--- config.mk ---
export PLATFORM = sky130hd
export DESIGN_NAME = reg_cmd_sequencer
export DESIGN_NICKNAME = d
export VERILOG_FILES = /design/src/rtl/reg_cmd_pkg.sv /design/src/rtl/reg_reply_ser.sv /design/src/rtl/reg_cmd_sequencer.sv
export SDC_FILE = /design/constraint.sdc
export NUM_CORES = 1
export LEC_CHECK = 0
export ABC_AREA = 1
export ABC_CLOCK_PERIOD_IN_PS = 4800
export CELL_PAD_IN_SITES_DETAIL_PLACEMENT = 1
export CELL_PAD_IN_SITES_GLOBAL_PLACEMENT = 2
export CORE_MARGIN = 3
export CORE_UTILIZATION = 30
export DETAILED_ROUTE_END_ITERATION = 6
export PLACE_DENSITY_LB_ADDON = 0.1
export SYNTH_ARGS = -nofsm -noshare
export SYNTH_HDL_FRONTEND = slang
export SYNTH_SLANG_ARGS = --single-unit
--- constraint.sdc ---
create_clock -name i_clk -period 4.8 [get_ports i_clk]
set_clock_uncertainty 0.2 [all_clocks]
set_input_delay 0.72 -clock i_clk [delete_from_list [all_inputs] [get_ports i_clk]]
set_output_delay 0.72 -clock i_clk [all_outputs]
set_load 0.03 [all_outputs]
--- src/rtl/reg_cmd_pkg.sv ---
// ============================================================================
// Module  : reg_cmd_pkg
// Brief   : Shared constants and state encoding for the command sequencer.
// Revision: 1.0
// ============================================================================
`default_nettype none

package reg_cmd_pkg;

    localparam logic [7:0]  c_MAGIC    = 8'hAA;
    localparam logic [7:0]  c_RW_READ  = 8'h00;
    localparam logic [7:0]  c_RW_WRITE = 8'h01;
    localparam logic [31:0] c_ALL_ONES = 32'hFFFF_FFFF;

    // Frame byte states are consecutive so "next byte" is a plain increment.
    typedef enum logic [3:0] {
        HUNT  = 4'd0,
        RW    = 4'd1,
        ADDR0 = 4'd2,
        ADDR1 = 4'd3,
        VAL0  = 4'd4,
        VAL1  = 4'd5,
        VAL2  = 4'd6,
        VAL3  = 4'd7,
        ISSUE = 4'd8,
        WAIT  = 4'd9,
        REPLY = 4'd10
    } state_t;

endpackage

`default_nettype wire

--- src/rtl/reg_reply_ser.sv ---
// ============================================================================
// Module  : reg_reply_ser
// Brief   : Loads a 32-bit word and emits it as 4 bytes, LSB first, valid/ready.
// Revision: 1.0
// ============================================================================
`default_nettype none

module reg_reply_ser (
    input  logic        i_clk,
    input  logic        i_reset,
    input  logic        i_load,
    input  logic [31:0] i_data,
    output logic [7:0]  o_data,
    output logic        o_valid,
    input  logic        i_ready,
    output logic        o_done
);

    logic [31:0] r_shift;
    logic [1:0]  r_cnt;
    logic        r_valid;
    logic        w_fire;

    assign w_fire  = r_valid & i_ready;
    assign o_data  = r_shift[7:0];
    assign o_valid = r_valid;
    assign o_done  = w_fire & (r_cnt == 2'd3);

    always_ff @(posedge i_clk or posedge i_reset) begin
        if (i_reset) begin
            r_shift <= 32'h0;
            r_cnt   <= 2'd0;
            r_valid <= 1'b0;
        end else if (i_load) begin
            r_shift <= i_data;
            r_cnt   <= 2'd0;
            r_valid <= 1'b1;
        end else if (w_fire) begin
            r_shift <= {8'h00, r_shift[31:8]};
            r_cnt   <= r_cnt + 2'd1;
            if (r_cnt == 2'd3)
                r_valid <= 1'b0;
        end
    end

endmodule

`default_nettype wire

--- src/rtl/reg_cmd_sequencer.sv ---
// ============================================================================
// Module  : reg_cmd_sequencer
// Brief   : Frames 8-byte FX2 commands into register accesses, returns 4-byte reply.
// Revision: 1.0
// ============================================================================
`default_nettype none

module reg_cmd_sequencer
    import reg_cmd_pkg::*;
#(
    parameter int unsigned ACK_TIMEOUT  = 64,
    parameter int unsigned BYTE_TIMEOUT = 4096,
    parameter logic [7:0]  MAGIC        = c_MAGIC
) (
    input  logic        i_clk,
    input  logic        i_reset,
    input  logic [7:0]  i_cmd_data,
    input  logic        i_cmd_valid,
    output logic        o_cmd_ready,
    output logic [15:0] o_reg_addr,
    output logic [31:0] o_reg_wdata,
    output logic        o_reg_wr,
    output logic        o_reg_rd,
    input  logic [31:0] i_reg_rdata,
    input  logic        i_reg_ack,
    output logic [7:0]  o_reply_data,
    output logic        o_reply_valid,
    input  logic        i_reply_ready,
    output logic        o_busy,
    output logic [15:0] o_sync_errs,
    output logic        o_timeout_flag
);

    localparam int c_BW = $clog2(BYTE_TIMEOUT + 1);
    localparam int c_AW = $clog2(ACK_TIMEOUT + 1);
    localparam logic [c_BW-1:0] c_BYTE_MAX = c_BW'(BYTE_TIMEOUT - 1);
    localparam logic [c_AW-1:0] c_ACK_MAX  = c_AW'(ACK_TIMEOUT - 1);

    state_t          r_state, w_state_nxt;
    logic            r_rdy_en;
    logic            r_is_write;
    logic [15:0]     r_addr;
    logic [31:0]     r_wdata;
    logic [15:0]     r_sync_errs;
    logic            r_timeout;
    logic [c_BW-1:0] r_byte_idle;
    logic [c_AW-1:0] r_ack_cnt;

    logic            w_in_frame, w_hunting, w_accept, w_byte_to, w_ack_to;
    logic            w_sync_inc, w_load, w_done;
    logic [31:0]     w_load_data;

    assign w_in_frame = (r_state >= RW) && (r_state <= VAL3);
    assign w_hunting  = (r_state == HUNT);
    assign w_accept   = i_cmd_valid & o_cmd_ready;
    assign w_byte_to  = w_in_frame & ~i_cmd_valid & (r_byte_idle == c_BYTE_MAX);
    assign w_ack_to   = (r_state == WAIT) & ~i_reg_ack & (r_ack_cnt == c_ACK_MAX);

    assign o_cmd_ready    = r_rdy_en & (w_hunting | w_in_frame);
    assign o_reg_wr       = (r_state == ISSUE) &  r_is_write;
    assign o_reg_rd       = (r_state == ISSUE) & ~r_is_write;
    assign o_reg_addr     = r_addr;
    assign o_reg_wdata    = r_wdata;
    assign o_busy         = ~w_hunting;
    assign o_sync_errs    = r_sync_errs;
    assign o_timeout_flag = r_timeout;

    always_comb begin
        w_state_nxt = r_state;
        w_sync_inc  = 1'b0;
        w_load      = 1'b0;
        w_load_data = i_reg_rdata;
        case (r_state)
            HUNT: begin
                if (w_accept) begin
                    if (i_cmd_data == MAGIC) w_state_nxt = RW;
                    else                     w_sync_inc  = 1'b1;
                end
            end
            RW: begin
                if (w_accept) begin
                    if (i_cmd_data == c_RW_READ || i_cmd_data == c_RW_WRITE) begin
                        w_state_nxt = ADDR0;
                    end else begin
                        w_state_nxt = HUNT;
                        w_sync_inc  = 1'b1;
                    end
                end else if (w_byte_to) begin
                    w_state_nxt = HUNT;
                    w_sync_inc  = 1'b1;
                end
            end
            ADDR0, ADDR1, VAL0, VAL1, VAL2, VAL3: begin
                if (w_accept) begin
                    w_state_nxt = state_t'(r_state + 4'd1);
                end else if (w_byte_to) begin
                    w_state_nxt = HUNT;
                    w_sync_inc  = 1'b1;
                end
            end
            ISSUE: w_state_nxt = WAIT;
            WAIT: begin
                if (i_reg_ack) begin
                    w_load      = 1'b1;
                    w_state_nxt = REPLY;
                end else if (w_ack_to) begin
                    w_load      = 1'b1;
                    w_load_data = c_ALL_ONES;
                    w_state_nxt = REPLY;
                end
            end
            REPLY: begin
                if (w_done) w_state_nxt = HUNT;
            end
            default: w_state_nxt = HUNT;
        endcase
    end

    always_ff @(posedge i_clk or posedge i_reset) begin
        if (i_reset) begin
            r_state     <= HUNT;
            r_rdy_en    <= 1'b0;
            r_is_write  <= 1'b0;
            r_addr      <= 16'h0;
            r_wdata     <= 32'h0;
            r_sync_errs <= 16'h0;
            r_timeout   <= 1'b0;
            r_byte_idle <= '0;
            r_ack_cnt   <= '0;
        end else begin
            r_state  <= w_state_nxt;
            r_rdy_en <= 1'b1;
            if (w_accept) begin
                case (r_state)
                    RW:    r_is_write <= i_cmd_data[0];
                    ADDR0: r_addr[7:0]  <= i_cmd_data;
                    ADDR1: r_addr[15:8] <= i_cmd_data;
                    VAL0:  if (r_is_write) r_wdata[7:0]   <= i_cmd_data;
                    VAL1:  if (r_is_write) r_wdata[15:8]  <= i_cmd_data;
                    VAL2:  if (r_is_write) r_wdata[23:16] <= i_cmd_data;
                    VAL3:  if (r_is_write) r_wdata[31:24] <= i_cmd_data;
                    default: ;
                endcase
            end
            if (w_sync_inc && r_sync_errs != 16'hFFFF)
                r_sync_errs <= r_sync_errs + 16'd1;
            if (w_ack_to)
                r_timeout <= 1'b1;
            // Idle counter restarts on every presented byte, not only on accepts.
            if (!w_in_frame || i_cmd_valid) r_byte_idle <= '0;
            else                            r_byte_idle <= r_byte_idle + 1'b1;
            if (r_state != WAIT) r_ack_cnt <= '0;
            else                 r_ack_cnt <= r_ack_cnt + 1'b1;
        end
    end

    reg_reply_ser u_ser (
        .i_clk   (i_clk),
        .i_reset (i_reset),
        .i_load  (w_load),
        .i_data  (w_load_data),
        .o_data  (o_reply_data),
        .o_valid (o_reply_valid),
        .i_ready (i_reply_ready),
        .o_done  (w_done)
    );

endmodule

`default_nettype wire

* Yosys cells after proc, flatten, opt, wreduce, memory -nomap -nowiden
Cells that the tools add are included.
** Storage, ports and cells
- Bits of input ports :: 45
- Bits in registers :: 126
** Cells by class
- Equal/unequal tests :: 21
- Order comparisons :: 2
- Reduce and logical (&&, ||, !) cells :: 19
- Bitwise operators :: 15
- Multiplexer cells :: 32
- Add/subtract/negate cells :: 5
** Operators by type and width (number)
- $mux 32 :: 5
- $mux 4 :: 8
- $pmux 4 s6 :: 1
- $add 16x1->16 const B :: 1
- $eq 4x3->1 const B :: 4
- $ne 16x16->1 const B :: 1
- $add 13x1->13 const B :: 1
- $eq 13x12->1 const B :: 1
- $mux 13 :: 1
- $eq 4x4->1 const B :: 3
- $mux 1 :: 12
- $reduce_and 3->1 :: 4
- $and 1x1->1 :: 10
- $eq 4x2->1 const B :: 2
- $eq 8x1->1 const B :: 1
- $eq 8x8->1 const B :: 1
- $logic_not 8->1 :: 1
- $reduce_and 2->1 :: 4
- $add 7x1->7 const B :: 1
- $eq 7x6->1 const B :: 1
- $mux 7 :: 1
- $mux 2 :: 3
- $ne 2x1->1 const B :: 3
- $reduce_or 6->1 :: 1
- other kinds (17) :: 23

* Depth between registers and ports, before layout
- Depth in word-level cells :: 8
- Mapped depth :: 14

* Cells and area by module
Synthesis repeated with hierarchy kept, for this count alone.
** Unflattened totals
- Cells, all modules :: 823
- Area total of the unflattened synthesis :: 6396.1 um^2
** Modules (own cells, without submodules)
- reg_cmd_sequencer :: cells each 585, times used 1, area an instance 4626.9 um^2
- reg_reply_ser :: cells each 238, times used 1, area an instance 1769.2 um^2

* Worst setup path after synthesis
OpenSTA, ideal clock, no wires.
- Path type :: register to output
- Start :: register r_state[0]
- End :: output o_reg_rd
- Arrival time :: 1.394 ns
- Slack :: 2.486 ns
- Cell stages (with the launch flop) :: 7
- Cells stage by stage :: dfrtp_1 > inv_1 > ha_1 > inv_1 > nor2_1 > inv_1 > nor2_1
** Between the ends
- Longest elaborated chain between the ends :: 2
** Ends and longest elaborated chain
- start: declaration :: RTL line reg_cmd_sequencer.sv:39 : state_t r_state, w_state_nxt;
- start signal: assignment :: RTL line reg_cmd_sequencer.sv:131 : r_state <= w_state_nxt;
- $eq 4x4->1 :: RTL line reg_cmd_sequencer.sv:61 : assign o_reg_rd = (r_state == ISSUE) & ~r_is_write;
- $and 1x1->1 :: RTL line reg_cmd_sequencer.sv:61
- end: declaration :: RTL line reg_cmd_sequencer.sv:23 : output logic o_reg_rd,
Every way passes these cells.

* Final worst setup path
Same ends and word-level chain as after synthesis.

==> summary.md <==
| Metric | Value |
|---|---|
| Status | `finished clean` |
| Async set-reset flop share out of synthesis | `100%` |
| Crit share post-route | `71.7%` |
| Max clock buf depth | `2` |
| Netlist cell types | `36` |
| Root buffer cell | `clkbuf_16` |
| # rows | `51` |
| Worst-case hold slack | `258 ps` |
| Clock tree from TritonCTS | `done` |
| Crit path cell chain | `inv_1 -> ha_1 -> inv_1 -> nor2_1 -> inv_1 -> nor2_1 -> clkdlybuf4s50_1` |
| Drt wl/cell | `about 16 um` |
| Post-detail-place hpwl | `12600 um` |
| Critical-path maximum fanout | `5` |
| Power density over the cells | `426 nW/um2` |
| Top post-synthesis cells by count | `nand2_1 (196), dfrtp_1 (126), nor2_1 (64), inv_1 (46), nand3_1 (46)` |
| Max-cap violations | `0` |
| Busiest layer in global routing | `met2` |
| Die Ht | `148 um` |
| Clock power share | `between 40% and 50%` |
| Post-Syn Area per Cell | `roughly 8.5 um2` |
| IO Port Bufs | `122` |
| Fin nets | `883` |
| Hold Path Class | `flop to flop` |
| Post-CTS sizing | `0` |
| Worst EP required | `3880 ps` |
| CTS clk-pin slew, worst paths | `60 ps` |
| CP max stage delay | `700 ps` |
| Crit path kind | `flop to primary output` |
| Setup tns final | `0 ps` |
| Crit-path leading delay family | `buffers and inverters` |
| Initial antenna violation count | `0` |
| Final setup vio count | `0` |
| Routed WL | `17600 um` |
| EDFF count, synth | `0` |
| Ys flop type | `dfrtp_1` |
| Via Count | `5229` |
| Synthesized flop and latch total | `126` |
| Worst slew pin tran | `around 1000 ps` |
| Gate Count Post-Synth | `715` |
| Max Freq | `0.290 GHz` |
| Worst path arrival time | `2520 ps` |
| CTS buffer count | `17` |
| Flop pwr share | `between 30% and 40%` |
| Post-synth top area share | `a little over half` |
| Final Max Slew Viols | `0` |
| Hold_buf cts | `0` |
| Initial core utilization | `just over 30%` |
| Detailed Route Iter0 Violations | `around 220` |
| Critical path launch point type | `flop` |
| Post-Syn Nets | `approximately 770` |
| Fin. Hold Viols | `0` |
| Pleak | `approximately 3.7 nW` |
| Die area | `21900 um2` |
| Met2 global-route usage | `27.1%` |
| Latest clock arrival within the worst-skew pair | `420 ps` |
| Vias in the first global route | `5455` |
| R2r setup slk | `1370 ps` |
| Switching pwr | `1.12 mW` |
| Clock Sinks | `126` |
| Vias per cell | `4.72` |
| VDD IR max | `roughly 0.24 mV` |
| Top cells by area, synth | `dfrtp_1 (52%), nand2_1 (12%), nor2_1 (4.0%)` |
| Sequential element share of the synthesized area | `a little over half` |
| Met1 Usage GRT | `22.1%` |
| Synth area leader | `dfrtp_1` |
| GPL Wtd Cong | `0.756` |
| DRC viols | `0` |
| Ports | `123` |
| Post-CTS Setup Inserts | `0` |
| Share of cells above drive strength 1 | `7.48%` |
| Slew headroom | `about a third` |
| Largest net degree at the start of global routing | `69` |
| Met3 usage | `3.31%` |
| Yosys warns | `0` |
| Core ar. | `19700 um2` |
| Switching share of power | `32.5%` |
| Synthesis-to-finish area growth | `34.0%` |
| DR pass1 iterations | `4` |
| Post-synthesis cell area | `6050 um2` |
| Die Wd | `about 150 um` |
| Comb power frac | `23.6%` |
| Int Power | `2.33 mW` |
| H-Tree Depth | `4` |
| Global route overflow | `0` |
| Most common cell in the netlist | `nand2_1` |
| Final antenna-violating net count | `0` |
| GRT Total Usage | `16.6%` |
| First-pass GRT wire length | `roughly 29000 um` |
| Crit-path most repeated cell | `inv_1` |
| Final worst path period need | `3440 ps` |
| CP Capture Type | `primary output` |
| Slowest CP cell | `clkdlybuf4s50_1` |
| Unrepaired setup endpoints after global routing | `false` |
| Number of buffers and inverters on the critical path | `4` |
| N_diodes | `0` |
registers in the layout, summed over array words and instances (netlist names), 2 cells and up:
register / flops
o_reg_wdata: 32
u_ser.r_cnt: 2
r_state: 4
u_ser.r_shift: 32
o_reg_addr: 16
r_ack_cnt: 7
o_sync_errs: 16
r_byte_idle: 13
per-stage QoR:
step	power, mW	std cells	area (um2)	util (%)	worst slack [ps]
4_1_cts	3.51	1107	8100	41.2	1270
2_1_floorplan	1.77	715	6050	-	524
5_1_grt	3.63	1107	8100	41.2	888
3_5_place_dp	2.09	1075	7460	38.0	1330
3_3_place_gp	2.07	1075	7460	38.0	1470
6_report	3.45	1107	8100	41.2	1360
placed cells by master, fill, tap and decap left out, types with 3 or more instances in the layout:
master	instances
o21ai_1	21
nand2_1	196
clkinv_4	3
xnor2_1	5
clkdlybuf4s50_1	122
ha_1	9
nor3_1	32
buf_4	4
nand4_1	7
dfrtp_1	126
a31oi_1	24
xor2_1	10
nand3_1	46
inv_1	45
nand3_2	6
o21ai_0	33
nor2_4	4
nand2_4	4
inv_6	5
clkbuf_16	17
a21oi_1	30
nor2_1	64
bufinv_16	4
worst paths after layout:
path | cells past startpoint | endpoint | from
min in group asynchronous | 2 | o_sync_errs[12] | i_reset
worst max register to register | 9 | u_ser.r_shift[8] | r_state[1]
worst max-delay path | 7 | o_reg_rd | r_state[0]
worst min-delay path | 1 | r_byte_idle[0] | r_byte_idle[0]
max in group asynchronous | 3 | r_byte_idle[2] | i_reset
worst min register to register | 1 | r_byte_idle[0] | r_byte_idle[0]
cell families after synthesis:
| logic type | share of synthesized area, % |
|---|---|
| XOR/XNOR | 2.17 |
| other | 0.0620 |
| AO/OA/AOI/OAI | 9.73 |
| flip-flops | 52.2 |
| AND/OR/NAND/NOR | 27.7 |
| buffers and inverters | 6.29 |
| adder cells (fa/ha/maj) | 1.86 |
layer usage:
metal | wire [um] | vias to the layer above | part of all wire [%]
li1 | - | 2563 | -
met1 | 8320 | 2553 | 47
met2 | 8400 | 97 | 48
met3 | 672 | 16 | 3.8
met4 | 242 | 0 | 1.4
met5 | 0 | - | 0
area by class of cell:
cell class | instances | area [um2]
clock buffers | 17 | 425
repair buffers | 127 | 1270
inverters | 51 | 196
fillers | 2352 | 11600
flip-flops and latches | 126 | 3150
well taps | 265 | 332
multi-input cells | 506 | 2510
clock inverters | 15 | 210
power by group through the flow:
stage	clock (mW)	combinational (mW)	sequential, mW
floorplan	0	0.413	1.36
global placement	0	0.816	1.26
detailed placement	0	0.828	1.27
CTS	1.43	0.831	1.25
global route	1.47	0.899	1.26
finish	1.39	0.814	1.24
Note: power is estimated with default switching activity, not from simulation.
